[src/rtl/sap_pkg.sv]
// sap_pkg: shared definitions for the SAP-2 control sequencer.
//   - opcode values of the 10-instruction set (everything else decodes as NOP)
//   - bit positions of the 16-bit control word
//   - T-state encoding (T1..T6, encoded 1..6)
//   - cw_bit(): one-hot control-word mask for a given bit position
package sap_pkg;

    localparam logic [3:0] OP_LDA = 4'h0;
    localparam logic [3:0] OP_ADD = 4'h1;
    localparam logic [3:0] OP_SUB = 4'h2;
    localparam logic [3:0] OP_STA = 4'h3;
    localparam logic [3:0] OP_LDI = 4'h4;
    localparam logic [3:0] OP_JMP = 4'h5;
    localparam logic [3:0] OP_JC  = 4'h6;
    localparam logic [3:0] OP_JZ  = 4'h7;
    localparam logic [3:0] OP_OUT = 4'hE;
    localparam logic [3:0] OP_HLT = 4'hF;

    localparam int CW_PC_EN   = 15;
    localparam int CW_HLT     = 14;
    localparam int CW_MAR_LD  = 13;
    localparam int CW_PC_INC  = 12;
    localparam int CW_RAM_OE  = 11;
    localparam int CW_RAM_WE  = 10;
    localparam int CW_IR_OE   = 9;
    localparam int CW_IR_LD   = 8;
    localparam int CW_A_LD    = 7;
    localparam int CW_A_OE    = 6;
    localparam int CW_ALU_OE  = 5;
    localparam int CW_ALU_SUB = 4;
    localparam int CW_B_LD    = 3;
    localparam int CW_OUT_LD  = 2;
    localparam int CW_PC_LD   = 1;
    localparam int CW_FLAG_LD = 0;

    typedef enum logic [2:0] {
        T1 = 3'd1,
        T2 = 3'd2,
        T3 = 3'd3,
        T4 = 3'd4,
        T5 = 3'd5,
        T6 = 3'd6
    } t_state_e;

    function automatic logic [15:0] cw_bit(input int idx);
        return 16'd1 << idx;
    endfunction

endpackage

[src/rtl/sap_sequencer_if.sv]
// sap_sequencer_if: signals between the sequencer and the IR/flag/datapath side.
//   opcode     : IR upper nibble, stable from T3 to the end of the instruction
//   flag_c     : carry flag (used in T4 of JC)
//   flag_z     : zero flag (used in T4 of JZ)
//   step_mode  : 1 = single-step mode
//   step       : advance qualifier while in single-step mode
//   cw         : 16-bit control word
//   t_state    : current T-state, 1..6
//   instr_done : final T-state of an instruction
//   halt       : registered halt flag
// master = sequencer side, slave = datapath / front-panel side.
interface sap_sequencer_if #(
    parameter int T_W = 3
);
    logic [3:0]     opcode;
    logic           flag_c;
    logic           flag_z;
    logic           step_mode;
    logic           step;
    logic [15:0]    cw;
    logic [T_W-1:0] t_state;
    logic           instr_done;
    logic           halt;

    modport master (
        input  opcode, flag_c, flag_z, step_mode, step,
        output cw, t_state, instr_done, halt
    );

    modport slave (
        output opcode, flag_c, flag_z, step_mode, step,
        input  cw, t_state, instr_done, halt
    );
endinterface

[src/rtl/sap_microcode.sv]
// sap_microcode: purely combinational microcode ROM.
//   t_state, opcode, flag_c, flag_z -> cw_raw (ungated control word)
//                                   -> last   (this is the instruction's last active T-state)
// HLT never reports last: the sequencer parks in T4 once halted.
module sap_microcode
    import sap_pkg::*;
(
    input  t_state_e    t_state,
    input  logic [3:0]  opcode,
    input  logic        flag_c,
    input  logic        flag_z,
    output logic [15:0] cw_raw,
    output logic        last
);

    always_comb begin
        cw_raw = '0;
        last   = 1'b0;
        case (t_state)
            T1: cw_raw = cw_bit(CW_PC_EN) | cw_bit(CW_MAR_LD);
            T2: cw_raw = cw_bit(CW_RAM_OE) | cw_bit(CW_IR_LD) | cw_bit(CW_PC_INC);
            T3: cw_raw = '0;
            T4: begin
                case (opcode)
                    OP_LDA, OP_ADD, OP_SUB, OP_STA:
                        cw_raw = cw_bit(CW_IR_OE) | cw_bit(CW_MAR_LD);
                    OP_LDI: begin
                        cw_raw = cw_bit(CW_IR_OE) | cw_bit(CW_A_LD);
                        last   = 1'b1;
                    end
                    OP_JMP: begin
                        cw_raw = cw_bit(CW_IR_OE) | cw_bit(CW_PC_LD);
                        last   = 1'b1;
                    end
                    OP_JC: begin
                        cw_raw = flag_c ? (cw_bit(CW_IR_OE) | cw_bit(CW_PC_LD)) : 16'h0000;
                        last   = 1'b1;
                    end
                    OP_JZ: begin
                        cw_raw = flag_z ? (cw_bit(CW_IR_OE) | cw_bit(CW_PC_LD)) : 16'h0000;
                        last   = 1'b1;
                    end
                    OP_OUT: begin
                        cw_raw = cw_bit(CW_A_OE) | cw_bit(CW_OUT_LD);
                        last   = 1'b1;
                    end
                    OP_HLT:
                        cw_raw = cw_bit(CW_HLT);
                    default:
                        last = 1'b1;   // NOP
                endcase
            end
            T5: begin
                case (opcode)
                    OP_LDA: begin
                        cw_raw = cw_bit(CW_RAM_OE) | cw_bit(CW_A_LD);
                        last   = 1'b1;
                    end
                    OP_ADD, OP_SUB:
                        cw_raw = cw_bit(CW_RAM_OE) | cw_bit(CW_B_LD);
                    OP_STA: begin
                        cw_raw = cw_bit(CW_A_OE) | cw_bit(CW_RAM_WE);
                        last   = 1'b1;
                    end
                    default: cw_raw = '0;
                endcase
            end
            T6: begin
                case (opcode)
                    OP_ADD: begin
                        cw_raw = cw_bit(CW_ALU_OE) | cw_bit(CW_A_LD) | cw_bit(CW_FLAG_LD);
                        last   = 1'b1;
                    end
                    OP_SUB: begin
                        cw_raw = cw_bit(CW_ALU_OE) | cw_bit(CW_ALU_SUB) | cw_bit(CW_A_LD)
                               | cw_bit(CW_FLAG_LD);
                        last   = 1'b1;
                    end
                    default: cw_raw = '0;
                endcase
            end
            default: begin
                cw_raw = '0;
                last   = 1'b0;
            end
        endcase
    end

endmodule

[src/rtl/sap_sequencer.sv]
// sap_sequencer: SAP-2 control sequencer.
//   clk : system clock, rising edge
//   rst : asynchronous, active-high reset (t_state=1, halt=0, cw forced to 0)
//   bus : sap_sequencer_if.master (opcode/flags/step inputs, cw/t_state/instr_done/halt outputs)
// Parameters:
//   EARLY_END : 1 = return to T1 after the last active T-state, 0 = pad every instruction to T6
//   T_W       : width of t_state
// cw and instr_done are combinational from the registered T-state and the live
// opcode/flag inputs, gated by the advance enable so a stalled or halted
// sequencer never repeats a side-effecting micro-op (PC_INC, RAM_WE, ...).
module sap_sequencer
    import sap_pkg::*;
#(
    parameter bit EARLY_END = 1'b1,
    parameter int T_W       = 3
) (
    input  logic            clk,
    input  logic            rst,
    sap_sequencer_if.master bus
);

    t_state_e    t_reg;
    t_state_e    t_next;
    logic        halt_reg;
    logic        halt_next;
    logic [15:0] cw_raw;
    logic        micro_last;
    logic        adv;
    logic        done_raw;

    sap_microcode u_microcode (
        .t_state (t_reg),
        .opcode  (bus.opcode),
        .flag_c  (bus.flag_c),
        .flag_z  (bus.flag_z),
        .cw_raw  (cw_raw),
        .last    (micro_last)
    );

    always_ff @(posedge clk or posedge rst) begin
        if (rst) begin
            t_reg    <= T1;
            halt_reg <= 1'b0;
        end else begin
            t_reg    <= t_next;
            halt_reg <= halt_next;
        end
    end

    always_comb begin
        adv       = !halt_reg && (!bus.step_mode || bus.step);
        // In padded mode only T6 ends an instruction; early-finishing
        // instructions simply see zero microcode in the spare T-states.
        done_raw  = EARLY_END ? micro_last : (t_reg == T6);
        t_next    = t_reg;
        halt_next = halt_reg;

        if (adv) begin
            if (t_reg == T4 && bus.opcode == OP_HLT) begin
                halt_next = 1'b1;          // park in T4
            end else if (done_raw || t_reg == T6) begin
                t_next = T1;
            end else begin
                t_next = t_state_e'(t_reg + 3'd1);
            end
        end

        bus.cw         = (adv && !rst) ? cw_raw : 16'h0000;
        bus.instr_done = adv && !rst && done_raw;
    end

    assign bus.t_state = T_W'(t_reg);
    assign bus.halt    = halt_reg;

endmodule

[src/flat_wrapper.sv]
// flat-port wrapper written by rule: the top's interface ports become plain ports
module sap_sequencer_flat import sap_pkg::*;
#(
    parameter bit EARLY_END = 1'b1,
    parameter int T_W       = 3
)
  (clk, rst, bus_opcode, bus_flag_c, bus_flag_z, bus_step_mode, bus_step, bus_cw, bus_t_state, bus_instr_done, bus_halt);
  sap_sequencer_if #(.T_W(T_W)) bus_i ();
  input  logic clk;
  input  logic rst;
  input wire logic [$bits(bus_i.opcode)-1:0] bus_opcode;
  input wire logic [$bits(bus_i.flag_c)-1:0] bus_flag_c;
  input wire logic [$bits(bus_i.flag_z)-1:0] bus_flag_z;
  input wire logic [$bits(bus_i.step_mode)-1:0] bus_step_mode;
  input wire logic [$bits(bus_i.step)-1:0] bus_step;
  output wire logic [$bits(bus_i.cw)-1:0] bus_cw;
  output wire logic [$bits(bus_i.t_state)-1:0] bus_t_state;
  output wire logic [$bits(bus_i.instr_done)-1:0] bus_instr_done;
  output wire logic [$bits(bus_i.halt)-1:0] bus_halt;
  assign bus_i.opcode = bus_opcode;
  assign bus_i.flag_c = bus_flag_c;
  assign bus_i.flag_z = bus_flag_z;
  assign bus_i.step_mode = bus_step_mode;
  assign bus_i.step = bus_step;
  assign bus_cw = bus_i.cw;
  assign bus_t_state = bus_i.t_state;
  assign bus_instr_done = bus_i.instr_done;
  assign bus_halt = bus_i.halt;
  sap_sequencer #(.EARLY_END(EARLY_END), .T_W(T_W)) u_core (.clk(clk), .rst(rst), .bus(bus_i));
endmodule
[config.mk]
export PLATFORM = sky130hd
export DESIGN_NAME = sap_sequencer_flat
export DESIGN_NICKNAME = d
export VERILOG_FILES = /design/src/rtl/sap_pkg.sv /design/src/rtl/sap_sequencer_if.sv /design/src/rtl/sap_microcode.sv /design/src/rtl/sap_sequencer.sv /design/src/flat_wrapper.sv
export SDC_FILE = /design/constraint.sdc
export NUM_CORES = 1
export LEC_CHECK = 0
export CORE_MARGIN = 10
export CORE_UTILIZATION = 45
export CTS_CLUSTER_DIAMETER = 120
export DETAILED_ROUTE_END_ITERATION = 8
export GPL_TIMING_DRIVEN = 0
export HOLD_SLACK_MARGIN = 0.08
export PLACE_DENSITY = 0.81
export SYNTH_ARGS = -nofsm -noshare
export SYNTH_HDL_FRONTEND = slang
export SYNTH_HIERARCHICAL = 1
export SYNTH_SLANG_ARGS = --single-unit
[constraint.sdc]
create_clock -name clk -period 5 [get_ports clk]
set_input_delay 0.75 -clock clk [delete_from_list [all_inputs] [get_ports clk]]
set_output_delay 0.75 -clock clk [all_outputs]
set_load 0.03 [all_outputs]
==> impl_metrics.csv <==
group,metric,value,unit
cts,cts_tree,"yes",
die,rows,14,
worst_setup_path,cp-end-kind,"output pin",
cts,cts_setup_buffers,0,
cts,cts-root-buf,"clkbuf_4",
worst_setup_path,crit_required,4250,ps
detailed_routing,wl_per_cell,13.4,um
worst_setup_path,critical_path.cell_chain,"clkdlybuf4s50_1 -> nor2_1 -> nand3_1 -> o221ai_1 -> and2_2 -> clkdlybuf4s50_1",
sta,fmax,257,MHz
die,core-area,0.00154,sq mm
worst_setup_path,max_stage_delay,670,ps
placed_design,pre_cts_ws,1150,ps
grt,grt_pass1_wl,3.22,mm
logic_synthesis,syn_area,746,sq um
grt,grt.overflow.total,0,
worst_setup_path,worstPathArrival,3140,ps
worst_setup_path,crit_slowest_cell,"clkdlybuf4s50_1",
final_layout,nets,140,
die,die_h,60.7,um
cts,clk_pin_slew,30,ps
sta,finalWorstSetupSlack,1110,ps
sta,period_share,0.778,
detailed_routing,drt-initial-drc-count,5,
logic_synthesis,ys_types,42,
job,maxCapViolations,0,
grt,grtUsageTotal,0.108,
power_and_ir_drop,vdd_ir_drop_max,0.321,mV
final_layout,largest_reg_flops,3,
run_status,status,"finished, final reports clean",
placed_design,io_buffers,30,
logic_synthesis,synth-async-reset-ratio,1.00,
sta,worstMarginPinSlew,432,ps
cts,clockBufferDepth,2,
logic_synthesis,synth-seq-area-share,0.136,
logic_synthesis,ys.flop_type,"dfrtp_1",
sta,finalMaxSlewViolations,0,
final_layout,antenna_cells,0,
logic_synthesis,yosys_warnings,6,
logic_synthesis,netlist_instances,92,
final_layout,area.sequential,101,sq um
final_layout,multiInputGateArea,568,sq um
final_layout,area_growth,46.5,%
grt,grt_pass1_vias,695,
sta,layout_min_cycle_time,3890,ps
sta,setup_viol,0,
die,initial_core_util,0.484,
final_layout,mostFrequentLayoutCell,"clkdlybuf4s50_1",
worst_setup_path,cp_common_cell,"clkdlybuf4s50_1",
logic_synthesis,synth_edf_count,0,
logic_synthesis,syn_area_per_cell,8.11,sq um
worst_setup_path,worst-path-max-fanout,7,
detailed_routing,via_count,726,
detailed_routing,via_per_inst,5.11,
worst_setup_path,startpoint_type,"input port",
grt,antenna_found_initial,0,
logic_synthesis,syn-num-nets,105,
die,die_area,0.00369,sq mm
hold_path,hold_class,"reg -> reg",
cts,ctsResizeCount,0,
grt,grt_max_degree,15,
placed_design,hpwl,1.57,mm
sta,slew_headroom,0.712,
sta,rsz0062_at_grt,"false",
detailed_routing,dr.pass1.iters,4,
die,boundaryPins,31,
die,die_w,60.7,um
sta,finalSetupTns,0,ps
cts,cts_made_buffers,3,
cts,postCtsHoldBufs,0,
final_layout,layout-drive-gt1-share,0.302,
detailed_routing,wirelength,1.90,mm
detailed_routing,ant_nets,0,
cts,htreeDepth,1,
placed_design,gp_congestion,0.772,
final_layout,final_cell_mix,"clkdlybuf4s50_1 (30), nor2_1 (13), and2_4 (10), nand2_1 (8), and2_2 (7)",
logic_synthesis,ys_ff_latch,4,
detailed_routing,drc,0,
sta,finalHoldViolations,0,
power_and_ir_drop,power_density,353,mW/mm^2
sta,finClkSkew,11.8,ps
cts,cts.sinks,4,
final_layout,n_fill_cell,140,
worst_setup_path,worst-setup-path-type,"in -> out",
power_and_ir_drop,p_leak,0.000467,uW
cts,worstSkewPairLatency,250,ps
## worst max-delay path, delay by kind of cell
kind,cells,cell delay (ps)
buffers and inverters,2,1190
AOI/OAI and AO/OA,1,370
and+or+nand+nor,3,820
## cells by family after synthesis
logic type,after synthesis,share of synthesized area
compound gates,15,0.156
xor+xnor,1,0.0117
fa+ha+maj,3,0.0503
buf+inv,11,0.102
flops,4,0.136
mux,1,0.0134
simple gates,57,0.530
## stage by stage
stage,utilization,power [uW],hold WS [ps],instances,instance area (sq um)
2_1_floorplan,-,257,524,92,746
3_3_place_gp,0.692,334,466,138,1070
3_5_place_dp,0.692,342,473,138,1070
4_1_cts,0.709,391,481,142,1090
5_1_grt,0.709,423,488,142,1090
6_report,0.709,385,476,142,1090
## routing by layer
| layer | vias to the layer above | share of wire | global-route usage |
|---|---|---|---|
| li1 | 385 | - | - |
| met2 | 22 | 0.51 | 0.186 |
| met1 | 317 | 0.39 | 0.122 |
| met3 | 2 | 0.093 | 0.0376 |
| met4 | 0 | 0.0089 | 0.0282 |
| met5 | - | 0 | 0 |
## synthesized netlist by cell type (2+ instances only)
| cell | count | share of area |
|---|---|---|
| a21oi_1 | 2 | 0.013 |
| and2_2 | 7 | 0.070 |
| and2_4 | 10 | 0.12 |
| buf_4 | 2 | 0.020 |
| buf_6 | 2 | 0.030 |
| dfrtp_1 | 3 | 0.10 |
| ha_1 | 3 | 0.050 |
| inv_1 | 5 | 0.025 |
| nand2_1 | 8 | 0.040 |
| nand3_1 | 3 | 0.020 |
| nor2_1 | 13 | 0.065 |
| o21ai_0 | 4 | 0.027 |
## power breakdown
part	internal, uW	total [uW]	switching (uW)
sequential	50.3	95.6	45.4
combinational	119	244	125
clock	30.1	45.6	15.5
## final timing paths
kind,start,to,slack (ps),cells past startpoint
worst min-delay path,u_core/bus.halt,u_core/bus.halt,480,1
worst min register to register,u_core/bus.halt,u_core/bus.halt,480,1
worst max register to register,u_core/bus.t_state[1],u_core/bus.t_state[1],3090,6
min in group asynchronous,rst,u_core/bus.t_state[1],690,2
worst max-delay path,bus_opcode[2],bus_instr_done,1110,6
max in group asynchronous,rst,u_core/bus.t_state[0],4070,2
## cell type report
class	instances	share of cell area
multi-input cells	77	0.520
repair buffers	30	0.275
flip-flops and latches	4	0.0928
plain buffers	6	0.0527
clock buffers	4	0.0241
well taps	16	0.0183
inverters	5	0.0172
Power figures use the tool's default switching activity.
